**config.mk**
```make
export PLATFORM = sky130hd
export DESIGN_NAME = ppi_portb_mode1_ctrl_flat
export DESIGN_NICKNAME = d
export VERILOG_FILES = /design/src/rtl/ppi_portb_mode1_ctrl_if.sv /design/src/rtl/ppi_portb_mode1_ctrl.sv /design/src/flat_wrapper.sv
export SDC_FILE = /design/constraint.sdc
export NUM_CORES = 1
export LEC_CHECK = 0
export ABC_AREA = 1
export BUFFER_PORTS_ARGS = -buffer_cell sky130_fd_sc_hd__buf_2
export CAP_MARGIN = 20
export CORE_MARGIN = 5
export CORE_UTILIZATION = 50
export CTS_BUF_LIST = sky130_fd_sc_hd__clkbuf_8 sky130_fd_sc_hd__clkbuf_16
export DETAILED_ROUTE_END_ITERATION = 7
export PLACE_DENSITY = 0.86
export SYNTH_ARGS = -nofsm -noshare
export SYNTH_HDL_FRONTEND = slang
export SYNTH_SLANG_ARGS = --single-unit
```
**constraint.sdc**
```tcl
create_clock -name Clk -period 1.7 [get_ports Clk]
set_clock_uncertainty 0.05 [all_clocks]
set_input_delay 0.255 -clock Clk [delete_from_list [all_inputs] [get_ports Clk]]
set_output_delay 0.255 -clock Clk [all_outputs]
set_load 0.02 [all_outputs]
```
**src/rtl/ppi_portb_mode1_ctrl_if.sv**
```systemverilog
// Port B bus/handshake bundle: CPU strobes and data, Port B and PC2/PC1/PC0 pins, status.
// The master drives the stimulus side; the slave is the sequencer.
interface ppi_portb_mode1_ctrl_if;
    logic       Wr_Ctrl;
    logic [7:0] Bus;
    logic       Wr_PortB;
    logic       Rd_PortB;
    logic [7:0] Cpu_Data;
    logic [7:0] Pin_B;
    logic       Stb_n;
    logic       Ack_n;
    logic [7:0] Pb_Out;
    logic       Pb_Oe;
    logic [7:0] Rd_Data;
    logic       Mode1;
    logic       Dir_In;
    logic       Inte;
    logic       Ibf;
    logic       Obf_n;
    logic       Intr;
    logic       Overrun;
    logic [2:0] Dbg_State;

    // Strobes are one-cycle pulses sampled on the rising clock edge.
    // There is no back-pressure, so there is no ready signal.
    modport master (
        output Wr_Ctrl, Bus, Wr_PortB, Rd_PortB, Cpu_Data, Pin_B, Stb_n, Ack_n,
        input  Pb_Out, Pb_Oe, Rd_Data, Mode1, Dir_In, Inte, Ibf, Obf_n, Intr,
               Overrun, Dbg_State
    );

    modport slave (
        input  Wr_Ctrl, Bus, Wr_PortB, Rd_PortB, Cpu_Data, Pin_B, Stb_n, Ack_n,
        output Pb_Out, Pb_Oe, Rd_Data, Mode1, Dir_In, Inte, Ibf, Obf_n, Intr,
               Overrun, Dbg_State
    );
endinterface

```
**src/rtl/ppi_portb_mode1_ctrl.sv**
```systemverilog
// Clocked group-B control decode and Mode 1 strobed handshake sequencer for 8255 Port B.
// Stb_n/Ack_n are synchronised, then edge-detected; every output is a flop except Pb_Oe.
module ppi_portb_mode1_ctrl #(
    parameter int SYNC_STAGES  = 2,
    parameter bit RESET_DIR_IN = 1'b1
) (
    input logic                   Clk,
    input logic                   Reset_n,
    ppi_portb_mode1_ctrl_if.slave bif
);

    typedef enum logic [2:0] {
        M0        = 3'd0,
        IN_EMPTY  = 3'd1,
        IN_FULL   = 3'd2,
        OUT_EMPTY = 3'd3,
        OUT_FULL  = 3'd4
    } state_t;

    state_t                 state_q;
    logic [SYNC_STAGES-1:0] stb_sync_q, ack_sync_q;
    logic                   stb_prev_q, ack_prev_q;
    logic [7:0]             pb_out_q, rd_data_q;
    logic                   mode1_q, dir_in_q, inte_q, ibf_q, obf_n_q, intr_q, overrun_q;
    // Interrupt condition independent of Inte, so a BSR write can re-evaluate Intr.
    logic                   pend_q;

    logic stb_fall, stb_rise, ack_fall, ack_rise;
    logic unused_bus_bits;

    assign unused_bus_bits = ^bif.Bus[6:4];

    always_ff @(posedge Clk or negedge Reset_n) begin
        if (!Reset_n) begin
            stb_sync_q <= '1;
            ack_sync_q <= '1;
            stb_prev_q <= 1'b1;
            ack_prev_q <= 1'b1;
        end else begin
            stb_sync_q <= {stb_sync_q[SYNC_STAGES-2:0], bif.Stb_n};
            ack_sync_q <= {ack_sync_q[SYNC_STAGES-2:0], bif.Ack_n};
            stb_prev_q <= stb_sync_q[SYNC_STAGES-1];
            ack_prev_q <= ack_sync_q[SYNC_STAGES-1];
        end
    end

    assign stb_fall = stb_prev_q & ~stb_sync_q[SYNC_STAGES-1];
    assign stb_rise = ~stb_prev_q & stb_sync_q[SYNC_STAGES-1];
    assign ack_fall = ack_prev_q & ~ack_sync_q[SYNC_STAGES-1];
    assign ack_rise = ~ack_prev_q & ack_sync_q[SYNC_STAGES-1];

    always_ff @(posedge Clk or negedge Reset_n) begin
        if (!Reset_n) begin
            state_q   <= M0;
            pb_out_q  <= 8'h00;
            rd_data_q <= 8'h00;
            mode1_q   <= 1'b0;
            dir_in_q  <= RESET_DIR_IN;
            inte_q    <= 1'b0;
            ibf_q     <= 1'b0;
            obf_n_q   <= 1'b1;
            intr_q    <= 1'b0;
            overrun_q <= 1'b0;
            pend_q    <= 1'b0;
        end else if (bif.Wr_Ctrl) begin
            if (bif.Bus[7]) begin
                mode1_q   <= bif.Bus[2];
                dir_in_q  <= bif.Bus[1];
                inte_q    <= 1'b0;
                ibf_q     <= 1'b0;
                obf_n_q   <= 1'b1;
                intr_q    <= 1'b0;
                overrun_q <= 1'b0;
                pend_q    <= 1'b0;
                pb_out_q  <= 8'h00;
                if (!bif.Bus[2])     state_q <= M0;
                else if (bif.Bus[1]) state_q <= IN_EMPTY;
                else                 state_q <= OUT_EMPTY;
            end else if (bif.Bus[3:1] == 3'b010) begin
                inte_q <= bif.Bus[0];
                intr_q <= bif.Bus[0] & pend_q;
            end
        end else begin
            case (state_q)
                M0: begin
                    if (dir_in_q)          rd_data_q <= bif.Pin_B;
                    else if (bif.Wr_PortB) pb_out_q  <= bif.Cpu_Data;
                end
                IN_EMPTY: begin
                    if (stb_fall) begin
                        rd_data_q <= bif.Pin_B;
                        ibf_q     <= 1'b1;
                        state_q   <= IN_FULL;
                    end
                end
                IN_FULL: begin
                    // A read retires the old byte before a coincident strobe latches the new one.
                    if (bif.Rd_PortB && stb_fall) begin
                        rd_data_q <= bif.Pin_B;
                        intr_q    <= 1'b0;
                        pend_q    <= 1'b0;
                    end else if (bif.Rd_PortB) begin
                        ibf_q   <= 1'b0;
                        intr_q  <= 1'b0;
                        pend_q  <= 1'b0;
                        state_q <= IN_EMPTY;
                    end else if (stb_fall) begin
                        overrun_q <= 1'b1;
                    end else if (stb_rise) begin
                        pend_q <= 1'b1;
                        intr_q <= inte_q;
                    end
                end
                OUT_EMPTY: begin
                    if (bif.Wr_PortB) begin
                        pb_out_q <= bif.Cpu_Data;
                        obf_n_q  <= 1'b0;
                        intr_q   <= 1'b0;
                        pend_q   <= 1'b0;
                        state_q  <= OUT_FULL;
                    end
                end
                OUT_FULL: begin
                    // Ack rise only completes the handshake once the fall has released Obf_n.
                    if (bif.Wr_PortB) begin
                        pb_out_q <= bif.Cpu_Data;
                        obf_n_q  <= 1'b0;
                        intr_q   <= 1'b0;
                    end else if (ack_fall) begin
                        obf_n_q <= 1'b1;
                    end else if (ack_rise && obf_n_q) begin
                        pend_q  <= 1'b1;
                        intr_q  <= inte_q;
                        state_q <= OUT_EMPTY;
                    end
                end
                default: state_q <= M0;
            endcase
        end
    end

    assign bif.Pb_Out    = pb_out_q;
    assign bif.Pb_Oe     = ~dir_in_q;
    assign bif.Rd_Data   = rd_data_q;
    assign bif.Mode1     = mode1_q;
    assign bif.Dir_In    = dir_in_q;
    assign bif.Inte      = inte_q;
    assign bif.Ibf       = ibf_q;
    assign bif.Obf_n     = obf_n_q;
    assign bif.Intr      = intr_q;
    assign bif.Overrun   = overrun_q;
    assign bif.Dbg_State = state_q;

endmodule

```
**src/flat_wrapper.sv**
```systemverilog
// flat-port wrapper written by rule: the top's interface ports become plain ports
module ppi_portb_mode1_ctrl_flat 
#(
    parameter int SYNC_STAGES  = 2,
    parameter bit RESET_DIR_IN = 1'b1
)
  (Clk, Reset_n, bif_Wr_Ctrl, bif_Bus, bif_Wr_PortB, bif_Rd_PortB, bif_Cpu_Data, bif_Pin_B, bif_Stb_n, bif_Ack_n, bif_Pb_Out, bif_Pb_Oe, bif_Rd_Data, bif_Mode1, bif_Dir_In, bif_Inte, bif_Ibf, bif_Obf_n, bif_Intr, bif_Overrun, bif_Dbg_State);
  ppi_portb_mode1_ctrl_if bif_i ();
  input logic Clk;
  input logic Reset_n;
  input wire logic [$bits(bif_i.Wr_Ctrl)-1:0] bif_Wr_Ctrl;
  input wire logic [$bits(bif_i.Bus)-1:0] bif_Bus;
  input wire logic [$bits(bif_i.Wr_PortB)-1:0] bif_Wr_PortB;
  input wire logic [$bits(bif_i.Rd_PortB)-1:0] bif_Rd_PortB;
  input wire logic [$bits(bif_i.Cpu_Data)-1:0] bif_Cpu_Data;
  input wire logic [$bits(bif_i.Pin_B)-1:0] bif_Pin_B;
  input wire logic [$bits(bif_i.Stb_n)-1:0] bif_Stb_n;
  input wire logic [$bits(bif_i.Ack_n)-1:0] bif_Ack_n;
  output wire logic [$bits(bif_i.Pb_Out)-1:0] bif_Pb_Out;
  output wire logic [$bits(bif_i.Pb_Oe)-1:0] bif_Pb_Oe;
  output wire logic [$bits(bif_i.Rd_Data)-1:0] bif_Rd_Data;
  output wire logic [$bits(bif_i.Mode1)-1:0] bif_Mode1;
  output wire logic [$bits(bif_i.Dir_In)-1:0] bif_Dir_In;
  output wire logic [$bits(bif_i.Inte)-1:0] bif_Inte;
  output wire logic [$bits(bif_i.Ibf)-1:0] bif_Ibf;
  output wire logic [$bits(bif_i.Obf_n)-1:0] bif_Obf_n;
  output wire logic [$bits(bif_i.Intr)-1:0] bif_Intr;
  output wire logic [$bits(bif_i.Overrun)-1:0] bif_Overrun;
  output wire logic [$bits(bif_i.Dbg_State)-1:0] bif_Dbg_State;
  assign bif_i.Wr_Ctrl = bif_Wr_Ctrl;
  assign bif_i.Bus = bif_Bus;
  assign bif_i.Wr_PortB = bif_Wr_PortB;
  assign bif_i.Rd_PortB = bif_Rd_PortB;
  assign bif_i.Cpu_Data = bif_Cpu_Data;
  assign bif_i.Pin_B = bif_Pin_B;
  assign bif_i.Stb_n = bif_Stb_n;
  assign bif_i.Ack_n = bif_Ack_n;
  assign bif_Pb_Out = bif_i.Pb_Out;
  assign bif_Pb_Oe = bif_i.Pb_Oe;
  assign bif_Rd_Data = bif_i.Rd_Data;
  assign bif_Mode1 = bif_i.Mode1;
  assign bif_Dir_In = bif_i.Dir_In;
  assign bif_Inte = bif_i.Inte;
  assign bif_Ibf = bif_i.Ibf;
  assign bif_Obf_n = bif_i.Obf_n;
  assign bif_Intr = bif_i.Intr;
  assign bif_Overrun = bif_i.Overrun;
  assign bif_Dbg_State = bif_i.Dbg_State;
  ppi_portb_mode1_ctrl #(.SYNC_STAGES(SYNC_STAGES), .RESET_DIR_IN(RESET_DIR_IN)) u_core (.Clk(Clk), .Reset_n(Reset_n), .bif(bif_i));
endmodule
```
==> results.md <==
* Core region area at 3360 sq um
* Final setup viols at 0
* Reg2reg path depth at 8
* Most common cell in the netlist: nand2_1
* Internal power at 1.90 mW
* WL final at 3.83 mm
* Synthesized flop and latch total at 33
* Final Wtd Congestion at 0.884
* RR Startpoint: u_core.bif.Dbg_State[1]
* Die area at 4800 sq um
* TritonCTS clock tree: yes
* Hold path start: bif_Stb_n
* Boundary Pins at 58
* Die width at 69.3 um
* Pwr dens at 1470 nW/um^2
* GRT Overall Usage at 16.3%
* Fillers at 308
* # nets final at 308
* LEAKAGE at 1.22 nW
* Cell taking the most area after synthesis: dfrtp_1
* Ys Warns at 0
* H-tree levels at 2
* Sw Pwr at 1.31 mW
* DRC at 0
* Flop pwr share at 37.8%
* Post-synthesis xor/xnor area fraction at 0%
* Via count at 1600
* CTS Buf Count at 5
* Kind of critical path: flip-flop to flip-flop
* Worst flop-to-flop path endpoint: u_core.bif.Dbg_State[1]
* CTS sink cnt at 33
* Synth Area in Compound Gates at 12.6%
* Largest family of logic cells by synthesized area: simple AND/OR/NAND/NOR gates
* Layout cells sized above 1 at 33.5%
* RSZ-0062 raised after global routing: false
* Cells after synthesis at 218
* CP max stage delay at 480 ps
* First-pass GRT wire length at 6.40 mm
* Ant diodes at 0
* Average routed wire per standard cell at 11.8 um
* Clock buffer depth at 2
* Register area at 838 sq um
* Remaining Overflow, GRT at 0
* Total power at 3.21 mW
* Reg2Reg Setup Slack at 150 ps
* Critical path cell sequence: nor2_4 > nand2_4 > nor2_2 > nand2_1 > nand3_1 > nor2_1 > nand2_1 > nand2_1
* P&R area growth vs syn at 24.4%
* Worst-Skew Late Latency at 280 ps
* DRT Pass-1 Iters at 4
* CTS root buf: clkbuf_8
* Data arrival, critical path at 1670 ps
* Final Cycle Share at 91.3%
* Max IR drop VDD at 983 uV
* Setup TNS at 0 ps
* WP buf/inv at 0
* Clock power frac at 19.9%
* Footprint of the multi-input gates at 749 sq um
* Syn nets at 249
* Hold Crit Class: input pin to flip-flop
* Detail Route Antenna Nets at 0
* Number of synthesized flops with an enable pin at 0
* Max FO, Critical Path at 9
* Hold EP: u_core.stb_sync_q[0]
* FMAX at 644 MHz
* Mean Syn Cell Area at 8.05 sq um
* Top_reg_cell synth: dfrtp_1
* Vias in the first global route at 1522
* Slowest CP cell: dfrtp_1
* Initial DRC count at 97
* Slew @ Worst Pin at 695 ps
* Asr flop ratio synth at 100%
* Gate power share at 42.3%
* Mux cell area share after synthesis at 0.641%
* Initial Util at 52.2%
* PortBufs at 54
* Simple-Gate Fraction of Synth Area at 29.4%
* Pins Over Slew Limit at 0
* Mapped cell area at 1760 sq um
* Status: complete, no violations
* Area share of the largest cell type after synthesis at 35.6%
* Die height at 69.3 um
* Sw Ratio at 40.9%
* # Max-Cap Violations at 0
* Vias per cell at 4.94
* Post-synthesis sequential area ratio at 47.6%
* Synth cell count leaders: nand2_1 (68), inv_1 (28), dfrtp_1 (25)
* Largest net degree at the start of global routing at 34
* Cells taking the most area after synthesis: dfrtp_1 (36%), nand2_1 (15%), dfstp_2 (12%)
* Antenna violations before repair at 0
* Post-synthesis adder-cell area fraction at 0%
* Crit. End Element: flip-flop
* Std-Cell Rows at 21
* Delay-heaviest family, CP: simple AND/OR/NAND/NOR gates
* HPWL after detailed placement at 2.82 mm
* Final min period at 1550 ps
* Count of different cell masters after synthesis at 30
* CTS clk-pin slew, worst paths at 70 ps
* Hold path depth at 1
* Worst slew margin at 53.7%
* Critical Path RT at 1820 ps
* Endpoints failing hold at 0
* CP Launch Type: flip-flop
* Top cell by count, worst path: nand2_1
## power groups by stage
stage                     Sequential (mW)  Clock (mW)  Combinational [mW]
final                                1.21       0.640                1.36
after global routing                 1.25       0.671                1.49
after CTS                            1.21       0.650                1.34
after detailed placement             1.22           0                1.32
after global placement               1.22           0                1.29
after floorplan                      1.45           0               0.721
## per-stage QoR
stage               hold WS [ps]  worst slack, ps  cell area [sq um]  std cells  utilization, %
finish                      19.5              148               2180        324            64.9
global route                15.3             13.2               2180        324            64.9
CTS                         9.15             83.0               2160        323            64.2
detailed placement           288              118               2050        314            60.9
global placement             288              143               2050        314            60.9
floorplan                  -90.6              171               1760        218               -
## worst register-to-register path, stage by stage (launching register included)
cell and delay [ps]:
dfrtp_1 480, nor2_4 250, nand2_4 110, nor2_2 130, nand2_1 80, nand3_1 130
nor2_1 90, nand2_1 60, nand2_1 50
## how the worst max path moves through the flow
stage,slack [ps],start,endpoint,depth (start not counted)
final,150,u_core.bif.Dbg_State[1],u_core.bif.Dbg_State[1],8
after global routing,10,u_core.bif.Dbg_State[0],u_core.bif.Dbg_State[1],8
after CTS,80,u_core.bif.Dbg_State[2],u_core.bif.Pb_Out[0],5
after detailed placement,120,u_core.bif.Dbg_State[0],u_core.bif.Dbg_State[1],8
after global placement,140,u_core.bif.Dbg_State[0],u_core.bif.Dbg_State[0],8
after floorplan,170,u_core.bif.Dir_In,u_core.bif.Rd_Data[3],6
## cell families (layout without fill, tap and decap cells)
group / count (synthesis) / in the layout
AND/OR/NAND/NOR: 116 / 116
buffers and inverters: 35 / 95
AO/OA/AOI/OAI: 33 / 33
flip-flops: 33 / 33
multiplexers: 1 / 1
## repair_timing
| action | 4_1_cts | 5_1_grt |
|---|---|---|
| gates resized for setup | 0 | 2 |
| endpoints found under the setup margin | 0 | 11 |
| hold buffers | 1 | 0 |
| endpoints found under the hold margin | 25 | 0 |
| buffers inserted | 0 | 1 |
## state kept, by name (all words and copies together), names as in the netlist, 2 cells and up
register and flops:
u_core.bif.Dbg_State 3, u_core.bif.Rd_Data 8, u_core.stb_sync_q 2, u_core.bif.Pb_Out 8
u_core.ack_sync_q 2
## layout by cell type (no fill, tap or decap), drive strengths merged
cell type | netlist | final
nand2 | 72 | 72
buf | 6 | 57
inv | 28 | 28
o21ai | 26 | 26
dfrtp | 25 | 25
nor2 | 23 | 23
nand3 | 13 | 13
dfstp | 8 | 8
clkbuf | 0 | 7
nand4 | 4 | 4
a21oi | 2 | 2
nand3b | 2 | 2
clkinv | 1 | 2
o211ai | 2 | 2
and3 | 1 | 1
o221ai | 1 | 1
a31oi | 1 | 1
or2 | 1 | 1
o21bai | 1 | 1
mux2 | 1 | 1
dlygate4sd3 | 0 | 1
## metal layers
metal  vias to the layer above  wire length [um]  share of wire [%]  track usage [%]
met3                         6               292                7.6             4.20
met2                        60              1800                 47             26.7
met1                       724              1680                 44             20.6
met4                         0                53                1.4             5.86
li1                        810                 -                  -                -
met5                         -                 0                  0                0
## layout make-up
cell class                      instances  area share (%)
Sequential cell                        33            38.4
Multi-Input combinational cell        150            34.3
Timing Repair Buffer                   58            15.0
Inverter                               29            4.99
Clock buffer                            7            4.41
Tap cell                               46            2.64
Clock inverter                          1           0.229
No activity file was read; power rests on OpenSTA's default activity.
